--- config.mk ---
export PLATFORM = sky130hd
export DESIGN_NAME = fb_fill_engine
export DESIGN_NICKNAME = d
export VERILOG_FILES = /design/src/rtl/fb_pkg.sv /design/src/rtl/fb_rect_clip.sv /design/src/rtl/fb_fill_engine.sv
export SDC_FILE = /design/constraint.sdc
export NUM_CORES = 1
export LEC_CHECK = 0
export CAP_MARGIN = 20
export CELL_PAD_IN_SITES_DETAIL_PLACEMENT = 1
export CELL_PAD_IN_SITES_GLOBAL_PLACEMENT = 2
export CORE_MARGIN = 2
export CORE_UTILIZATION = 35
export CTS_BUF_LIST = sky130_fd_sc_hd__clkbuf_2 sky130_fd_sc_hd__clkbuf_4 sky130_fd_sc_hd__clkbuf_8
export DETAILED_ROUTE_END_ITERATION = 7
export HOLD_SLACK_MARGIN = 0.06
export PLACE_DENSITY_LB_ADDON = 0.12
export REMOVE_ABC_BUFFERS = 1
export SETUP_SLACK_MARGIN = 0.1
export SLEW_MARGIN = 20
export SYNTH_ARGS = -nofsm -noshare
export SYNTH_HDL_FRONTEND = slang
export SYNTH_HIERARCHICAL = 1
export SYNTH_SLANG_ARGS = --single-unit
--- constraint.sdc ---
create_clock -name clk_cpu -period 7.4 [get_ports clk_cpu]
set_input_delay 1.48 -clock clk_cpu [delete_from_list [all_inputs] [get_ports clk_cpu]]
set_output_delay 1.48 -clock clk_cpu [all_outputs]
set_load 0.03 [all_outputs]
--- src/rtl/fb_pkg.sv ---
// -----------------------------------------------------------------------------
// fb_pkg
// Shared constants and types for the frame-buffer rectangle-fill engine.
//   FB_WIDTH / FB_HEIGHT : visible frame-buffer geometry (320x240)
//   ADDR_W               : linear write-address width (addr = y*320 + x)
//   COLOR_W              : pixel colour width ({R,G,B}, 4 bits each)
//   FB_SIZE              : number of pixels; highest valid address is FB_SIZE-1
//   fb_state_e           : fill FSM state encoding
//   row_base_of()        : y*320 built from two shifts, no multiplier
// -----------------------------------------------------------------------------
package fb_pkg;

    localparam int FB_WIDTH  = 320;
    localparam int FB_HEIGHT = 240;
    localparam int ADDR_W    = 17;
    localparam int COLOR_W   = 12;
    localparam int FB_SIZE   = FB_WIDTH * FB_HEIGHT;

    typedef enum logic [1:0] {
        IDLE  = 2'd0,
        SETUP = 2'd1,
        FILL  = 2'd2,
        DONE  = 2'd3
    } fb_state_e;

    // 320 = 256 + 64, so y*320 = (y<<8) + (y<<6). Max 239*320 = 76480 fits 17 bits.
    function automatic logic [ADDR_W-1:0] row_base_of(input logic [7:0] y);
        return {1'b0, y, 8'b0} + {3'b0, y, 6'b0};
    endfunction

endpackage

--- src/rtl/fb_rect_clip.sv ---
// -----------------------------------------------------------------------------
// fb_rect_clip
// Combinational clip of a fill rectangle against the visible screen.
//   x_i, y_i   : top-left corner (may lie off-screen)
//   w_i, h_i   : requested width / height
//   w_eff_o    : min(w, FB_WIDTH-x), 0 when x is off-screen
//   h_eff_o    : min(h, FB_HEIGHT-y), 0 when y is off-screen
//   empty_o    : nothing to draw (either effective dimension is zero)
// All arithmetic is 10 bit so the remaining-space subtraction never wraps.
// -----------------------------------------------------------------------------
module fb_rect_clip
    import fb_pkg::*;
(
    input  logic [8:0] x_i,
    input  logic [7:0] y_i,
    input  logic [8:0] w_i,
    input  logic [7:0] h_i,
    output logic [9:0] w_eff_o,
    output logic [9:0] h_eff_o,
    output logic       empty_o
);

    localparam logic [9:0] FB_W10 = 10'(FB_WIDTH);
    localparam logic [9:0] FB_H10 = 10'(FB_HEIGHT);

    logic [9:0] x_ext;
    logic [9:0] y_ext;
    logic [9:0] w_ext;
    logic [9:0] h_ext;
    logic [9:0] avail_w;
    logic [9:0] avail_h;

    assign x_ext = {1'b0, x_i};
    assign y_ext = {2'b0, y_i};
    assign w_ext = {1'b0, w_i};
    assign h_ext = {2'b0, h_i};

    // Space left on screen to the right of / below the corner.
    assign avail_w = (x_ext < FB_W10) ? (FB_W10 - x_ext) : 10'd0;
    assign avail_h = (y_ext < FB_H10) ? (FB_H10 - y_ext) : 10'd0;

    assign w_eff_o = (w_ext < avail_w) ? w_ext : avail_w;
    assign h_eff_o = (h_ext < avail_h) ? h_ext : avail_h;
    assign empty_o = (w_eff_o == 10'd0) || (h_eff_o == 10'd0);

endmodule

--- src/rtl/fb_fill_engine.sv ---
// -----------------------------------------------------------------------------
// fb_fill_engine
// Rectangle-fill engine driving the frame buffer's CPU write port. Accepts one
// command over a valid/ready handshake, clips it to the screen and issues one
// write per un-stalled cycle, row by row, left to right.
//   clk_cpu, reset_n      : clock, asynchronous active-low reset
//   cmd_valid / cmd_ready : command handshake (ready only while idle)
//   cmd_x, cmd_y          : top-left corner
//   cmd_w, cmd_h          : size in pixels / rows
//   cmd_color             : fill colour
//   fb_wait               : arbiter stall, suppresses the write strobe
//   fb_write              : write strobe (a write happens every cycle it is high)
//   fb_addr, fb_wdata     : registered write address / data ({20'b0, colour})
//   busy                  : command in progress (SETUP, FILL, DONE)
//   done                  : one-cycle pulse when a command completes
// -----------------------------------------------------------------------------
module fb_fill_engine
    import fb_pkg::*;
(
    input  logic               clk_cpu,
    input  logic               reset_n,
    input  logic               cmd_valid,
    output logic               cmd_ready,
    input  logic [8:0]         cmd_x,
    input  logic [7:0]         cmd_y,
    input  logic [8:0]         cmd_w,
    input  logic [7:0]         cmd_h,
    input  logic [COLOR_W-1:0] cmd_color,
    input  logic               fb_wait,
    output logic               fb_write,
    output logic [ADDR_W-1:0]  fb_addr,
    output logic [31:0]        fb_wdata,
    output logic               busy,
    output logic               done
);

    fb_state_e          state_q;
    logic [8:0]         x_q;
    logic [7:0]         y_q;
    logic [8:0]         w_q;
    logic [7:0]         h_q;
    logic [COLOR_W-1:0] wdata_q;
    logic [ADDR_W-1:0]  row_base_q;
    logic [ADDR_W-1:0]  addr_q;
    logic [8:0]         col_q;
    logic [7:0]         row_q;
    logic               ready_q;
    logic               busy_q;
    logic               done_q;

    logic [9:0]         w_eff;
    logic [9:0]         h_eff;
    logic               clip_empty;

    logic [ADDR_W-1:0]  setup_base_d;
    logic [ADDR_W-1:0]  next_row_base_d;
    logic               more_cols_d;
    logic               more_rows_d;

    // Latched command fields are stable for the whole command, so the clip
    // results can be used directly in both SETUP and FILL.
    fb_rect_clip u_clip (
        .x_i     (x_q),
        .y_i     (y_q),
        .w_i     (w_q),
        .h_i     (h_q),
        .w_eff_o (w_eff),
        .h_eff_o (h_eff),
        .empty_o (clip_empty)
    );

    assign setup_base_d    = row_base_of(y_q);
    assign next_row_base_d = row_base_q + ADDR_W'(FB_WIDTH);

    // Only evaluated in FILL, where w_eff and h_eff are both non-zero.
    assign more_cols_d = ({1'b0, col_q} < (w_eff - 10'd1));
    assign more_rows_d = ({2'b0, row_q} < (h_eff - 10'd1));

    always_ff @(posedge clk_cpu or negedge reset_n) begin
        if (!reset_n) begin
            state_q    <= IDLE;
            x_q        <= '0;
            y_q        <= '0;
            w_q        <= '0;
            h_q        <= '0;
            wdata_q    <= '0;
            row_base_q <= '0;
            addr_q     <= '0;
            col_q      <= '0;
            row_q      <= '0;
            ready_q    <= 1'b1;
            busy_q     <= 1'b0;
            done_q     <= 1'b0;
        end else begin
            done_q <= 1'b0;
            case (state_q)
                IDLE: begin
                    if (cmd_valid && ready_q) begin
                        x_q     <= cmd_x;
                        y_q     <= cmd_y;
                        w_q     <= cmd_w;
                        h_q     <= cmd_h;
                        wdata_q <= cmd_color;
                        ready_q <= 1'b0;
                        busy_q  <= 1'b1;
                        state_q <= SETUP;
                    end
                end

                SETUP: begin
                    if (clip_empty) begin
                        done_q  <= 1'b1;
                        state_q <= DONE;
                    end else begin
                        row_base_q <= setup_base_d;
                        addr_q     <= setup_base_d + {8'b0, x_q};
                        col_q      <= '0;
                        row_q      <= '0;
                        state_q    <= FILL;
                    end
                end

                FILL: begin
                    // A stalled cycle leaves address and counters untouched.
                    if (!fb_wait) begin
                        if (more_cols_d) begin
                            addr_q <= addr_q + ADDR_W'(1);
                            col_q  <= col_q + 9'd1;
                        end else if (more_rows_d) begin
                            row_base_q <= next_row_base_d;
                            addr_q     <= next_row_base_d + {8'b0, x_q};
                            col_q      <= '0;
                            row_q      <= row_q + 8'd1;
                        end else begin
                            done_q  <= 1'b1;
                            state_q <= DONE;
                        end
                    end
                end

                DONE: begin
                    ready_q <= 1'b1;
                    busy_q  <= 1'b0;
                    state_q <= IDLE;
                end

                default: begin
                    ready_q <= 1'b1;
                    busy_q  <= 1'b0;
                    state_q <= IDLE;
                end
            endcase
        end
    end

    // The strobe must drop in the same cycle the arbiter stalls, so it is
    // decoded from the state rather than registered.
    assign fb_write  = (state_q == FILL) && !fb_wait;
    assign fb_addr   = addr_q;
    assign fb_wdata  = {{(32-COLOR_W){1'b0}}, wdata_q};
    assign cmd_ready = ready_q;
    assign busy      = busy_q;
    assign done      = done_q;

endmodule

==> key figures <==
Clock tree
  • CTS tree: yes
  • Clock Tree Buf Depth: 2
  • Htree depth: 3
  • Root buf cell: clkbuf_8
  • Clk_lat worst skew: about 0.4 ns
  • CTS sink cnt: 96
  • CTS Buf Count: 9
  • Clock transition at the registers of the reported paths: 0.11 ns

Timing
  • Final worst path period need: 6.712 ns
  • RSZ-0062 raised after global routing: false
  • Clock Skews: 0.01399 ns
  • Final worst slack: around 0.69 ns
  • Final setup TNS: 0 ns
  • Setup violators final: 0
  • Period utilization: 0.9070
  • Fmax: around 150 MHz
  • Final Slew Violations: 0
  • Final Hold Violating Endpoints: 0
  • Hold slack: between 0.5 and 0.6 ns
  • Rel. slew slack: 0.4083
  • Worst-margin pin slew: slightly below 0.9 ns

Place
  • Gp weighted congestion: between 0.8 and 0.9
  • Pre-CTS worst setup slack: 0.5637 ns
  • DP Wirelength: ~17 mm
  • IO buf count: a little over 80

Critical path
  • Crit path max-delay cell type: dfrtp_1
  • Arr. time, crit path: roughly 7.0 ns
  • CP max FO: 11
  • Worst EP required: 7.69 ns
  • Max stage delay on crit path: around 0.57 ns
  • Startpoint Class: register
  • WS Path Type: reg2reg
  • Most used cell, CP: ha_1
  • Crit path capture type: register

Logic synthesis
  • Mux cell area share after synthesis: 0.1161
  • Yosys cell types: 73
  • Top post-synthesis cells by count: 95 x dfrtp_1, 59 x nand2_1, 57 x mux2_2, 55 x ha_1, 51 x nand3_1
  • Synth Area in XOR/XNOR: 0.05814
  • Simple-gate share of the synthesized area: 0.1824
  • Synth Instances: roughly 860
  • Synth Area in Adders: 0.09479
  • Top FF cell, synth: dfrtp_1
  • Sequential element share of the synthesized area: 0.3129
  • Post-Syn Area: 7682 µm²
  • Synth top area cells: dfrtp_1 31%, ha_1 9.0%, mux2_2 8.4%
  • Post-synth EDFFs: 0
  • Synth warn: 6
  • Area share of the largest cell type after synthesis: 0.3094
  • Main combinational cell family by area after synthesis: simple AND/OR/NAND/NOR gates
  • Asr flop ratio synth: 1.000
  • Compound-Gate Fraction of Synth Area: 0.1664
  • Avg Inst Size Synth: roughly 9.0 µm²
  • Synth area leader: dfrtp_1
  • Seq cells post-synth: 96
  • Count leader, synth: dfrtp_1

Finish
  • Antenna diode count: 0
  • Nets: 1034
  • FILL cells: around 2500
  • Layout cells sized above 1: 0.1170
  • Area grow syn2layout: 16.56%
  • Fin util: 0.4129

Route
  • Drc violations: 0
  • Via Count: between 6000 and 7000
  • Wire length per cell: between 15 and 20 µm
  • Routed Antenna Nets: 0
  • DR pass1 iterations: 5
  • Routed vias/inst: roughly 5.6
  • Routed WL: 22.74 mm
  • 1st-iter DRT viols: roughly 300

Floorplan
  • Io pins: approximately 100
  • Core Area: about 22000 µm²
  • Die H: between 150 and 200 µm
  • # rows: 54
  • Die width: 152.2 µm
  • Initial Util: 0.3542
  • Die area: roughly 23000 µm²

Outcome
  • Outcome: finished clean

Global routing
  • Number of global-route vias before repair: about 7100
  • Initial antenna violation count: 0
  • GR Util All Layers: 0.1982
  • GRT overflow: 0
  • Largest net degree at the start of global routing: 53
  • First-pass GRT wire length: 37.62 mm

Worst hold path
  • Hold Path Class: reg2reg

Job
  • MaxCap Viol Count: 0
timing repair:
item | CTS | global route
gates resized for setup | 0 | 2
endpoints found under the setup margin | 0 | 21
setup buffers | 0 | 1
hold buffers | 0 | 0
per-stage QoR:
stage / cells / instance area (µm²)
2_1_floorplan: 820 / 7425
3_5_place_dp: 1195 / 8701
6_report: 1212 / 8955
3_3_place_gp: 1195 / 8701
5_1_grt: 1212 / 8955
4_1_cts: 1211 / 8926
layer usage:
| layer | GRT usage | vias up | share of wire |
|---|---|---|---|
| li1 | - | 3228 | - |
| met1 | 0.2738 | 3350 | 0.48 |
| met2 | 0.3241 | 138 | 0.46 |
| met3 | 0.02958 | 19 | 0.039 |
| met4 | 0.05563 | 0 | 0.015 |
| met5 | 0 | - | 0 |
worst max-delay path: cells and delay by family (launching register included):
kind	cells	cell delay, ns
muxes	1	0.33
AOI/OAI and AO/OA	11	2.30
adders and majority gates	3	0.94
and+or+nand+nor	5	1.65
buffers and inverters	4	0.64
DFF	1	0.57
xor gates and xnor gates	1	0.18
path summary, 6_finish.rpt:
path / start / to / slack [ns] / depth (start not counted)
min in group asynchronous: reset_n / fb_addr[4]$_DFFE_PN0P_ / 1.07 / 1
max in group asynchronous: reset_n / h_q[6]$_DFFE_PN0P_ / 5.18 / 2
min reg2reg: wdata_q[10]$_DFFE_PN0P_ / wdata_q[10]$_DFFE_PN0P_ / 0.52 / 1
max reg2reg: y_q[0]$_DFFE_PN0P_ / row_base_q[14]$_DFFE_PN0P_ / 0.69 / 25
min: wdata_q[10]$_DFFE_PN0P_ / wdata_q[10]$_DFFE_PN0P_ / 0.52 / 1
max: y_q[0]$_DFFE_PN0P_ / row_base_q[14]$_DFFE_PN0P_ / 0.69 / 25
sequential cells by signal, summed over array words and instances, names as in the netlist:
signal      flops
busy            1
row_q           8
cmd_ready       1
w_q             9
col_q           9
state_q         2
x_q             9
done            1
h_q             8
fb_addr        17
row_base_q     11
wdata_q        12
y_q             8
logic make-up after synthesis:
group                      count (synthesis)
other                                      2
adders and majority gates                 57
DFF                                       96
muxes                                     82
AOI/OAI and AO/OA                        191
xor gates and xnor gates                  51
buffers and inverters                    109
and+or+nand+nor                          270
layout by cell type, fill, tap and decap left out, types with 25 or more instances in the layout:
master / count
o21ai_0: 48
nand3_1: 50
xnor2_1: 34
mux2_2: 57
clkdlybuf4s50_1: 81
nand2_1: 59
inv_1: 50
ha_1: 55
nor2_1: 48
mux2i_1: 25
a21oi_1: 30
dfrtp_1: 95
cell type report:
type | count | area (µm²) | area share
clock buffer | 9 | 123.9 | 0.01383
tap | 280 | 350.3 | 0.03912
clock inverter | 7 | 101.3 | 0.01132
multi-input combinational | 674 | 4852 | 0.5418
sequential | 96 | 2404 | 0.2684
inverter | 50 | 187.7 | 0.02096
timing repair buffer | 96 | 935.9 | 0.1045
Power is not shown: default switching activity piles up to over one toggle a cycle in this logic, so the estimate is an artifact.
